===== src/rtl/fb_paint_scheduler.sv =====
// Framebuffer write sequencer: paints BOX_W x BOX_H brush stamps and full-screen
// clears, issuing one registered pixel write per cycle only during blanking.
module fb_paint_scheduler #(
    parameter int H_RES  = 640,
    parameter int V_RES  = 480,
    parameter int BOX_W  = 10,
    parameter int BOX_H  = 10,
    parameter int ADDR_W = 19
) (
    input  logic              clk,
    input  logic              rst_n,
    input  logic              video_on,
    input  logic              stamp_valid,
    output logic              stamp_ready,
    input  logic [9:0]        stamp_x,
    input  logic [9:0]        stamp_y,
    input  logic [11:0]       stamp_color,
    input  logic              clear_req,
    input  logic [11:0]       clear_color,
    output logic              fb_we,
    output logic [ADDR_W-1:0] fb_addr,
    output logic [11:0]       fb_wdata,
    output logic              stamp_done,
    output logic              busy
);

    // Handshake: a stamp transfers on a rising clk edge where stamp_valid && stamp_ready;
    // a clear_req arriving in the same idle cycle takes priority and the stamp is not taken.
    typedef enum logic [1:0] {IDLE, STAMP, CLEAR} state_t;

    localparam logic [ADDR_W-1:0] LAST_P = ADDR_W'(H_RES * V_RES - 1);

    state_t            state;
    state_t            state_next;
    logic              clear_pending;
    logic [11:0]       clear_col;
    logic [9:0]        sx;
    logic [9:0]        sy;
    logic [11:0]       scol;
    logic [5:0]        cx;
    logic [5:0]        cy;
    logic [ADDR_W-1:0] p;

    logic [10:0]       col;
    logic [10:0]       row;
    logic              in_bounds;
    logic              stamp_last;
    logic              clear_last;
    logic              accept;
    logic              start_clear;
    logic              clear_set;
    logic [ADDR_W-1:0] pix_addr;

    // 11-bit sums so origins near 1023 plus box offsets clip instead of wrapping
    assign col        = {1'b0, sx} + {5'b0, cx};
    assign row        = {1'b0, sy} + {5'b0, cy};
    assign in_bounds  = (col < 11'(H_RES)) && (row < 11'(V_RES));
    assign pix_addr   = ADDR_W'(row) * ADDR_W'(H_RES) + ADDR_W'(col);
    assign stamp_last = (cx == 6'(BOX_W - 1)) && (cy == 6'(BOX_H - 1));
    assign clear_last = (p == LAST_P);

    assign stamp_ready = (state == IDLE) && !clear_pending;
    assign busy        = (state != IDLE) || clear_pending;
    assign accept      = stamp_valid && stamp_ready && !clear_req;
    assign start_clear = (state == IDLE) && clear_pending;
    assign clear_set   = clear_req && !clear_pending && (state != CLEAR);

    always_ff @(posedge clk or negedge rst_n) begin
        if (!rst_n) state <= IDLE;
        else        state <= state_next;
    end

    always_comb begin
        state_next = state;
        case (state)
            IDLE: begin
                if (start_clear)  state_next = CLEAR;
                else if (accept)  state_next = STAMP;
            end
            STAMP: if (!video_on && stamp_last) state_next = IDLE;
            CLEAR: if (!video_on && clear_last) state_next = IDLE;
            default: state_next = IDLE;
        endcase
    end

    always_ff @(posedge clk or negedge rst_n) begin
        if (!rst_n) begin
            clear_pending <= 1'b0;
            clear_col     <= '0;
            sx            <= '0;
            sy            <= '0;
            scol          <= '0;
            cx            <= '0;
            cy            <= '0;
            p             <= '0;
            fb_we         <= 1'b0;
            fb_addr       <= '0;
            fb_wdata      <= '0;
            stamp_done    <= 1'b0;
        end else begin
            fb_we      <= 1'b0;
            stamp_done <= 1'b0;

            // colour is captured only on the 0->1 transition of the pending flag
            if (clear_set) begin
                clear_pending <= 1'b1;
                clear_col     <= clear_color;
            end else if (start_clear) begin
                clear_pending <= 1'b0;
            end

            if (start_clear) p <= '0;

            if (accept) begin
                sx   <= stamp_x;
                sy   <= stamp_y;
                scol <= stamp_color;
                cx   <= '0;
                cy   <= '0;
            end

            if (state == STAMP && !video_on) begin
                fb_we      <= in_bounds;
                fb_addr    <= pix_addr;
                fb_wdata   <= scol;
                stamp_done <= stamp_last;
                if (cx == 6'(BOX_W - 1)) begin
                    cx <= '0;
                    cy <= cy + 6'd1;
                end else begin
                    cx <= cx + 6'd1;
                end
            end

            if (state == CLEAR && !video_on) begin
                fb_we    <= 1'b1;
                fb_addr  <= p;
                fb_wdata <= clear_col;
                p        <= p + ADDR_W'(1);
            end
        end
    end

endmodule


===== config.mk =====
export PLATFORM = sky130hd
export DESIGN_NAME = fb_paint_scheduler
export DESIGN_NICKNAME = d
export VERILOG_FILES = /design/src/rtl/fb_paint_scheduler.sv
export SDC_FILE = /design/constraint.sdc
export NUM_CORES = 1
export LEC_CHECK = 0
export CAP_MARGIN = 20
export CORE_UTILIZATION = 35
export DETAILED_ROUTE_END_ITERATION = 6
export REMOVE_ABC_BUFFERS = 1
export SYNTH_ARGS = -nofsm -noshare
export SYNTH_HDL_FRONTEND = slang
export SYNTH_SLANG_ARGS = --single-unit

===== constraint.sdc =====
create_clock -name clk -period 5.5 [get_ports clk]
set_input_delay 1.1 -clock clk [delete_from_list [all_inputs] [get_ports clk]]
set_output_delay 1.1 -clock clk [all_outputs]
set_load 0.01 [all_outputs]

======== After elaboration in Yosys (flattened, before gate mapping) ========
Index checks and enable logic that the tools add are counted.
operators by class
  add/sub/neg operators ................... 6
  multipliers ............................. 1
  $lt $le $gt $ge ......................... 2
  equal/unequal tests ..................... 9
  multiplexer cells ....................... 22
  reduce and logical (&&, ||, !) cells .... 23
operator list
  operator                                               number
  2-to-1 mux 19 bit                                      4
  2-to-1 mux 6 bit                                       6
  2-to-1 mux 12 bit                                      2
  adder 10 x 6 -> 11 bit                                 2
  adder 19 x 1 -> 19 bit (second input constant)         1
  adder 19 x 11 -> 19 bit                                1
  equality test 19 bit (second input constant)           1
  adder 6 x 1 -> 6 bit (second input constant)           2
  equality test 6 x 4 -> 1 bit (second input constant)   2
  logical AND 1 bit                                      12
  multiplier 11 x 3 -> 12 bit (second input constant)    1
  < comparator 11 x 10 -> 1 bit (second input constant)  1
  < comparator 11 x 9 -> 1 bit (second input constant)   1
  nonzero test 2 bit                                     5
  2-to-1 mux 2 bit                                       4
  != test 2 bit (second input constant)                  3
  one-hot mux 2 bit (3 select lines)                     1
  2-to-1 mux 1 bit                                       5
  logical NOT 1 bit                                      3
  != test 3 bit (second input constant)                  1
  AND reduction 3 bit                                    1
  equality test 2 x 1 -> 1 bit (second input constant)   1
  equality test 2 bit (second input constant)            1
  logical NOT 2 bit                                      1
  logical OR 1 bit                                       1
word-level totals
  register bits ........................... 111
  input bits .............................. 49
  output and inout bits ................... 35
  word-level logic and storage cells ...... 76

======== Logic depth before layout (Yosys ltp) ========
Gate-level depths: netlist of run 1.
  depth after elaboration ................. 7
  depth in mapped cells ................... 18
  gate-level depth less buffers ........... 18

======== Worst setup path before layout of run 1 ========
No wires, ideal clock.
  kind .................................... flip-flop to flip-flop
  start point ............................. reg cy[0]
  end point ............................... reg fb_addr[18]
  library setup time ...................... 77 ps
  arrival time ............................ 3727 ps
  required time ........................... 5423 ps
  path slack .............................. 1696 ps
  stages on the path, launching flop included .. 18
  path buffers ............................ 0
  period minus slack after synthesis ...... 3804 ps
  cell sequence ........................... dfrtp_1 ha_1 inv_1 fa_1 nor2b_1 o21a_1 o21ai_1 a21oi_1 xor2_1 ha_1 ha_1 o21a_1 o31a_4 o31ai_4 o31ai_2 nor4_2 xnor3_1 o21ai_1
on the way
  longest elaborated chain between the ends .. 5
RTL lines
  item                         line  text
  start, declared              41    logic [5:0] cy;
  start signal, assigned       129   cy <= cy + 6'd1;
  adder 10 x 6 -> 11 bit       56    assign row = {1'b0, sy} + {5'b0, cy};
  multiplier 11 x 3 -> 12 bit  58    assign pix_addr = ADDR_W'(row) * ADDR_W'(H_RES) + ADDR_W'(col);
  adder 19 x 11 -> 19 bit      58
  2-to-1 mux 19 bit            122   if (state == STAMP && !video_on) begin
  2-to-1 mux 19 bit            135   if (state == CLEAR && !video_on) begin
  end signal, assigned         124   fb_addr <= pix_addr;
  end signal, assigned         137   fb_addr <= p;
  end, declared                21    output logic [ADDR_W-1:0] fb_addr,
No other way between the ends. The select of a mux whose other input is x is not followed.
A chain may end at the register's enable or synchronous reset.

======== Worst setup path after layout of run 1 ========
Same ends and word-level chain as after synthesis.

==> results of run 1 <==
[area by class of cell]
| class | instances | area [um2] | area share |
|---|---|---|---|
| Clock buffer | 9 | 225 | 0.0296 |
| Clock inverter | 7 | 70.1 | 0.00922 |
| Inverter | 18 | 67.6 | 0.00889 |
| Multi-Input combinational cell | 446 | 3310 | 0.436 |
| Sequential cell | 111 | 2780 | 0.366 |
| Tap cell | 225 | 282 | 0.0371 |
| Timing Repair Buffer | 88 | 866 | 0.114 |
[sequential cells by signal (all words and copies together), names as in the netlist]
name	flops
fb_addr	19
clear_col	12
sx	10
cy	6
sy	10
scol	12
state	2
cx	6
clear_pending	1
stamp_done	1
p	19
fb_wdata	12
fb_we	1
[cell usage in the layout, fill, tap and decap left out, drive strengths merged, types with 13 or more instances in the layout]
master	instances
dfrtp	111
mux2	47
nor2b	14
nand2	53
nor2	31
inv	23
xnor2	18
a22oi	24
ha	35
clkdlybuf4s50	82
nor3	13
o21ai	56
nand3	24
[report_power, final]
part           switching [mW]  leakage, nW  internal (mW)
logic                    1.01         1.71          0.966
registers               0.217         1.43           1.07
clock network           0.334        0.147          0.322
[worst min-delay path by stage]
| stage | start | end | slack [ns] |
|---|---|---|---|
| global route | fb_wdata[0]$_DFFE_PN0P_ | fb_wdata[0]$_DFFE_PN0P_ | 0.50 |
| floorplan | clear_col[0]$_DFFE_PN0P_ | fb_wdata[0]$_DFFE_PN0P_ | 0.46 |
| CTS | fb_wdata[4]$_DFFE_PN0P_ | fb_wdata[4]$_DFFE_PN0P_ | 0.49 |
| detailed placement | fb_wdata[4]$_DFFE_PN0P_ | fb_wdata[4]$_DFFE_PN0P_ | 0.47 |
| finish | fb_wdata[4]$_DFFE_PN0P_ | fb_wdata[4]$_DFFE_PN0P_ | 0.48 |
| global placement | fb_wdata[5]$_DFFE_PN0P_ | fb_wdata[5]$_DFFE_PN0P_ | 0.46 |
[metal layers]
layer  part of all wire  wire, um
met5                  0         0
met4              0.022       309
met3              0.035       500
met2               0.50      7080
met1               0.44      6300
[worst min-delay path: cells and delay by family (launching register included)]
kind / cells / cell delay (ns)
flops: 1 / 0.35
simple gates: 2 / 0.10
[logic make-up (layout without fill, tap and decap cells)]
kind of cell / count (synthesis) / in the layout / synth area share
fa+ha+maj: 39 / 39 / 0.0828
compound gates: 149 / 149 / 0.162
buf+inv: 42 / 122 / 0.0300
mux: 48 / 48 / 0.0862
flops: 111 / 111 / 0.444
simple gates: 179 / 179 / 0.147
xor+xnor: 31 / 31 / 0.0480
[per-stage QoR]
stage	worst slack, ns	power [mW]	std cells
6_report	1.32	3.93	904
2_1_floorplan	1.51	2.74	575
4_1_cts	1.30	3.98	904
5_1_grt	0.969	4.24	904
3_5_place_dp	1.33	3.29	888
3_3_place_gp	1.49	3.23	888
==> results.toml, run 1 <==
[outcome]
status = "completed"

[place]
dp_hpwl_mm = 10.4
postPlaceCellArea_um2 = 7300
io_buffers = 83
place.gp.congestion = 0.822

[yosys]
ys_ff_latch = 111
yosys_warnings = 0
yosysMostFrequentCell = "dfrtp_1"
ys_top_cells_by_count = "dfrtp_1 (111), nand2_1 (53), o21ai_0 (48)"
yosys.area.top_type = "dfrtp_1"
synth_edf_count = 0
yosysTopAreaCellShare = 0.444
syn_inst = 599
synth.distinct_cells = 63
synth_area_leaders = "dfrtp_1 (44%), mux2_2 (8.5%), ha_1 (7.0%)"
ys.flop_type = "dfrtp_1"
seq_area_frac_synth = 0.444
avgSynthCellArea_um2 = 10.4
syn_area_um2 = 6260
async_flop_share = 1.00

[route]
drt.antenna.violating_nets = 0
routed_wl_mm = 14.2
drc_errors = 0
first_pass_iters = 4
drt_iter0_drc = 208
wl_per_cell_um = 15.7
vias = 4728
viasPerCell = 5.23

[cts]
cts_root_buf = "clkbuf_16"
clk_latency_ns = 0.37
cts.sinks = 111
cts_hold_buf = 0
clockBufferDepth = 2
cts_tree = "yes"
cts_resized = 0
htreeDepth = 3
clkTransAtPathRegs_ns = 0.08
post_cts_buffers = 0
cts_buffers = 9

[die]
num_io_pins = 84
die_h_um = 136
start_util = 0.360
die_area_um2 = 18400
rows = 48
fp.dieW_um = 136
core_area_um2 = 17400

[grt]
use_met1 = 0.206
antenna_found_initial = 0
use_met2 = 0.281
grt_max_degree = 70
grt_pass1_wl_mm = 23.7
grtUsageTotal = 0.165
use_met3 = 0.0262
grt_busiest_layer = "met2"
globalRouteOverflowTotal = 0
grt_pass1_vias = 4881

[timing]
fin_setup_tns_ns = 0
worstMarginPinSlew_ns = 1.08
max_clock_freq_mhz = 239
holdWs_ns = 0.477
finalSetupViolCount = 0
hold_violations = 0
period_share = 0.760
relSlewSlack = 0.280
finalCriticalPeriod_ns = 4.18
rsz0062_at_grt = "no"
slew_viol_final = 0
clock_skew_ns = 0.00871

[setup_path]
max_stage_delay_ns = 0.43
end_kind = "flop"
critPathBufInv = 1
reg2reg_from = "cy[0]$_DFF_PN0_"
crit_required_ns = 5.79
reg2regPathDepth = 17
crit_slowest_cell = "dfrtp_1"
crit_fanout = 6
path_cells = "ha_1, inv_1, fa_1, nor2b_1, o21a_1, o21ai_1, a21oi_1, xor2_1, ha_1, ha_1, o21ai_0, o21ai_1, o21ai_0, xor2_2, nor4_2, xnor3_1, o21ai_1"
timing.rr.end = "fb_addr[18]$_DFFE_PN0P_"
crit_start = "cy[0]$_DFF_PN0_"
crit_type = "reg -> reg"
critical_path_cell_count = 17
cp_top_family = "adder cells"
arrival_ns = 4.47
crit_path_start_kind = "flop"
setup.worst_path.end = "fb_addr[18]$_DFFE_PN0P_"
r2r_slack_ns = 1.32

[final_layout]
nNetsFinal = 762
num_antenna_cells = 0
n_fill_cell = 1634
final_util = 0.438
fin_area_um2 = 7600
areaGrowthSynthToFinish_pct = 21.4
drive_above_1_share = 0.131

[worst_hold_path]
hp-class = "reg -> reg"
hold_depth = 2

[flow_run]
drv_cap = 0

[pwr]
vdd_drop_max_mv = 0.215
power_density_nw_per_um2 = 517
p_leak_nw = 3.28
No activity file was read; power rests on OpenSTA's default activity.
==> run 2: changes to the inputs <==
==> constraint.sdc (replaced) <==
create_clock -name clk -period 3.4 [get_ports clk]
set_input_delay 0.68 -clock clk [delete_from_list [all_inputs] [get_ports clk]]
set_output_delay 0.68 -clock clk [all_outputs]
set_load 0.01 [all_outputs]
==> results.toml, run 2 (same netlist as run 1, synthesis figures left out) <==
[outcome]
status = "finished, violations left"
violations = "negative setup slack"

[pwr]
power_density_nw_per_um2 = 936
p_switching_mw = 2.99
p_sw_frac = 0.382
p_seq_frac = 0.265
power_frac_clock = 0.139
p_comb_frac = 0.596
p_leak_nw = 3.68
vdd_drop_max_mv = 0.474
internal_power_mw = 4.83

[grt]
grt_busiest_layer = "met2"
antenna_found_initial = 0
use_met1 = 0.222
grt_max_degree = 48
use_met3 = 0.0262
grtUsageTotal = 0.176
grt_pass1_wl_mm = 25.4
globalRouteOverflowTotal = 0
use_met2 = 0.301
grt_pass1_vias = 5245

[timing]
hold_violations = 0
holdWs_ns = 0.338
max_clock_freq_mhz = 279
clock_skew_ns = 0.0131
finalSetupViolCount = 4
finalCriticalPeriod_ns = 3.59
rsz0062_at_grt = "yes"
period_share = 1.06
relSlewSlack = 0.576
slew_viol_final = 0
worstMarginPinSlew_ns = 0.635
finalWorstSetupSlack_ns = -0.187

[flow_run]
drv_cap = 0

[final_layout]
areaGrowthSynthToFinish_pct = 33.5
drive_above_1_share = 0.253
largest_registers = "fb_addr: 19 flops, p: 19 flops"
nNetsFinal = 834
mostFrequentLayoutCell = "dfrtp_1"
final_util = 0.481
final_cell_mix = "dfrtp_1 (111), clkdlybuf4s50_1 (82), buf_4 (74)"
num_antenna_cells = 0

[place]
place.gp.congestion = 0.809
dp_hpwl_mm = 11.2
io_buffers = 83

[route]
drt.antenna.violating_nets = 0
viasPerCell = 5.15
wl_per_cell_um = 15.5
vias = 5028
drt_iter0_drc = 310
first_pass_iters = 6
drc_errors = 0
routed_wl_mm = 15.1

[cts]
htreeDepth = 3
cts_hold_buf = 0
clk_latency_ns = 0.37
cts.sinks = 111
cts_tree = "yes"
clkTransAtPathRegs_ns = 0.08
cts_root_buf = "clkbuf_16"
clockBufferDepth = 2
cts_buffers = 9

[setup_path]
crit_type = "reg -> reg"
crit_fanout = 4
end_kind = "flop"
crit_required_ns = 3.69
arrival_ns = 3.88
crit_path_start_kind = "flop"
reg2regPathDepth = 17

[die]
die_h_um = 136
core_area_um2 = 17400
start_util = 0.360
rows = 48
num_io_pins = 84
die_area_um2 = 18400
fp.dieW_um = 136

[worst_hold_path]
hp-class = "in -> async"
==> run 2: metrics by stage <==
stage	total power, mW	worst slack (ns)	cells	TNS [ns]	instance area (um2)
after floorplan	4.44	-0.407	575	-2.19	6140
after global placement	6.03	-0.378	956	-1.02	7820
after detailed placement	6.14	-0.469	956	-1.33	7820
after CTS	7.55	-0.241	973	-0.611	8230
after global routing	8.42	-0.440	976	-1.70	8350
final	7.82	-0.187	976	-0.539	8350
==> run 2: final timing paths <==
check / slack, ns / end / from
max: -0.19 / fb_addr[18]$_DFFE_PN0P_ / cy[0]$_DFF_PN0_
min: 0.34 / sy[7]$_DFFE_PN0P_ / rst_n
max reg2reg: -0.19 / fb_addr[18]$_DFFE_PN0P_ / cy[0]$_DFF_PN0_
min reg2reg: 0.48 / fb_wdata[9]$_DFFE_PN0P_ / fb_wdata[9]$_DFFE_PN0P_
max in group asynchronous: 2.34 / clear_col[2]$_DFFE_PN0P_ / rst_n
min in group clk: 0.48 / fb_wdata[9]$_DFFE_PN0P_ / fb_wdata[9]$_DFFE_PN0P_
==> run 2: worst max-delay path, stage by stage (launching register included) <==
cell      delay, ns
dfrtp_1        0.36
ha_2           0.19
inv_2          0.04
fa_2           0.33
nor2b_1        0.12
o21a_1         0.16
o21ai_2        0.07
a21oi_2        0.17
xor2_1         0.23
ha_1           0.30
ha_4           0.23
o21a_1         0.19
o31a_4         0.14
a21oi_4        0.17
nand4b_4       0.14
nor4_4         0.30
xnor3_1        0.25
o21ai_1        0.12
==> run 2: what timing repair did <==
| item | in CTS | in global routing |
|---|---|---|
| gates resized for setup | 23 | 24 |
| setup endpoints to repair | 5 | 8 |
| pin swaps | 13 | 17 |
| buffers inserted | 1 | 4 |
==> run 2: layer usage <==
metal	part of all wire	wire length [um]
met2	0.50	7620
met3	0.032	477
met1	0.45	6750
met4	0.017	261
met5	0	0
==> run 2: area by class of cell <==
cell class | count | area [um2]
clock buffers | 9 | 225
inverters | 18 | 67.6
multi-input cells | 446 | 3490
flip-flops and latches | 111 | 2780
well taps | 225 | 282
clock inverters | 7 | 85.1
fillers | 1538 | 9000
repair buffers | 160 | 1430
==> run 2: power by group through the flow <==
stage,clock (mW),sequential [mW],combinational (mW)
4_1_cts,1.13,2.07,4.35
5_1_grt,1.18,2.13,5.12
6_report,1.09,2.07,4.66
2_1_floorplan,0,2.05,2.38
3_3_place_gp,0,2.08,3.96
3_5_place_dp,0,2.10,4.04
==> run 3: changes to the inputs <==
--- a/config.mk
+++ b/config.mk
@@ -9,6 +9,7 @@
 export CORE_UTILIZATION = 35
 export DETAILED_ROUTE_END_ITERATION = 6
 export REMOVE_ABC_BUFFERS = 1
+export SKIP_LAST_GASP = 1
 export SYNTH_ARGS = -nofsm -noshare
 export SYNTH_HDL_FRONTEND = slang
 export SYNTH_SLANG_ARGS = --single-unit
==> results.toml, run 3 (same netlist as run 1, synthesis figures left out) <==
[cts]
clockBufferDepth = 2
cts_buffers = 9
cts_root_buf = "clkbuf_16"
htreeDepth = 3
clk_latency_ns = 0.37
cts_hold_buf = 0
cts.sinks = 111
cts_tree = "yes"
clkTransAtPathRegs_ns = 0.08

[setup_path]
arrival_ns = 3.88
crit_required_ns = 3.69
cpMostUsedCell = "o21a_1"
path_cells = "ha_2, inv_2, fa_2, nor2b_1, o21a_1, o21ai_2, a21oi_2, xor2_1, ha_1, ha_4, o21a_1, o31a_4, a21oi_4, nand4b_4, nor4_4, xnor3_1, o21ai_1"
max_stage_delay_ns = 0.36
crit_path_start_kind = "flop"
crit_type = "reg -> reg"
crit_slowest_cell = "dfrtp_1"
crit_fanout = 4
end_kind = "flop"

[pwr]
power_density_nw_per_um2 = 933
vdd_drop_max_mv = 0.475
total_power_mw = 7.77
p_leak_nw = 3.68

[grt]
antenna_found_initial = 0
grt_pass1_wl_mm = 25.4
globalRouteOverflowTotal = 0
grtUsageTotal = 0.176
grt_max_degree = 48
grt_pass1_vias = 5248

[timing]
max_clock_freq_mhz = 279
holdWs_ns = 0.338
finalSetupViolCount = 4
fin_setup_tns_ns = -0.568
hold_violations = 0
clock_skew_ns = 0.0128
finalCriticalPeriod_ns = 3.59
relSlewSlack = 0.563
period_share = 1.06
rsz0062_at_grt = "yes"
worstMarginPinSlew_ns = 0.654
slew_viol_final = 0
finalWorstSetupSlack_ns = -0.189

[final_layout]
final_cells = 976
mostFrequentLayoutCell = "dfrtp_1"
fin_area_um2 = 8330
n_fill_cell = 1544
final_util = 0.480
drive_above_1_share = 0.250
final_cell_mix = "dfrtp_1 (111), clkdlybuf4s50_1 (82), buf_4 (74)"
largest_registers = "fb_addr: 19 flops, p: 19 flops"
areaGrowthSynthToFinish_pct = 33.2
num_antenna_cells = 0
nNetsFinal = 834

[die]
fp.dieW_um = 136
core_area_um2 = 17400
rows = 48
start_util = 0.360
num_io_pins = 84
die_area_um2 = 18400
die_h_um = 136

[place]
place.gp.congestion = 0.809
dp_hpwl_mm = 11.2
io_buffers = 83
post-place-ws_ns = -0.469
placedCellCount = 956
postPlaceCellArea_um2 = 7820

[outcome]
status = "finished, violations left"
violations = "negative setup slack"

[worst_hold_path]
hp-class = "in -> async"

[route]
vias = 5061
drt.antenna.violating_nets = 0
drc_errors = 0
first_pass_iters = 5
routed_wl_mm = 15.2
wl_per_cell_um = 15.5
viasPerCell = 5.19
drt_iter0_drc = 294

[flow_run]
drv_cap = 0
-- run 3: cell type report --
| class | instances | area, um2 | area share |
|---|---|---|---|
| clock inverters | 7 | 85.1 | 0.0102 |
| inverters | 18 | 67.6 | 0.00811 |
| clock buffers | 9 | 225 | 0.0270 |
| multi-input cells | 446 | 3470 | 0.416 |
| flip-flops and latches | 111 | 2780 | 0.333 |
| well taps | 225 | 282 | 0.0338 |
| repair buffers | 160 | 1430 | 0.172 |
-- run 3: timing repair --
action / 4_1_cts / 5_1_grt
endpoints found under the setup margin: 5 / 8
buffers inserted: 1 / 4
hold endpoints to repair: 0 / 0
pin swaps: 13 / 18
resized for setup: 19 / 24
-- run 3: report_power, final --
| part | internal [mW] | switching [mW] |
|---|---|---|
| logic | 2.53 | 2.08 |
| clock network | 0.528 | 0.564 |
| registers | 1.74 | 0.335 |
-- run 3: final timing paths --
path / from / end / slack (ns) / depth (start not counted)
worst max-delay path: cy[0]$_DFF_PN0_ / fb_addr[18]$_DFFE_PN0P_ / -0.19 / 17
worst min-delay path: rst_n / sy[7]$_DFFE_PN0P_ / 0.34 / 1
worst max register to register: cy[0]$_DFF_PN0_ / fb_addr[18]$_DFFE_PN0P_ / -0.19 / 17
worst min register to register: fb_wdata[9]$_DFFE_PN0P_ / fb_wdata[9]$_DFFE_PN0P_ / 0.48 / 2
max in group asynchronous: rst_n / clear_col[2]$_DFFE_PN0P_ / 2.34 / 2
min in group clk: fb_wdata[9]$_DFFE_PN0P_ / fb_wdata[9]$_DFFE_PN0P_ / 0.48 / 2
-- run 3: critical path, delay by kind of cell (launching register included) --
kind	cells	cell delay (ns)
DFF	1	0.36
adders and majority gates	4	1.05
AOI/OAI and AO/OA	7	1.02
buffers and inverters	1	0.04
and+or+nand+nor	3	0.56
xor gates and xnor gates	2	0.48
-- run 3: per-layer routing --
| metal | wire, um | global-route usage |
|---|---|---|
| met5 | 0 | 0 |
| met4 | 267 | 0.0674 |
| met3 | 497 | 0.0262 |
| met2 | 7650 | 0.302 |
| met1 | 6760 | 0.221 |
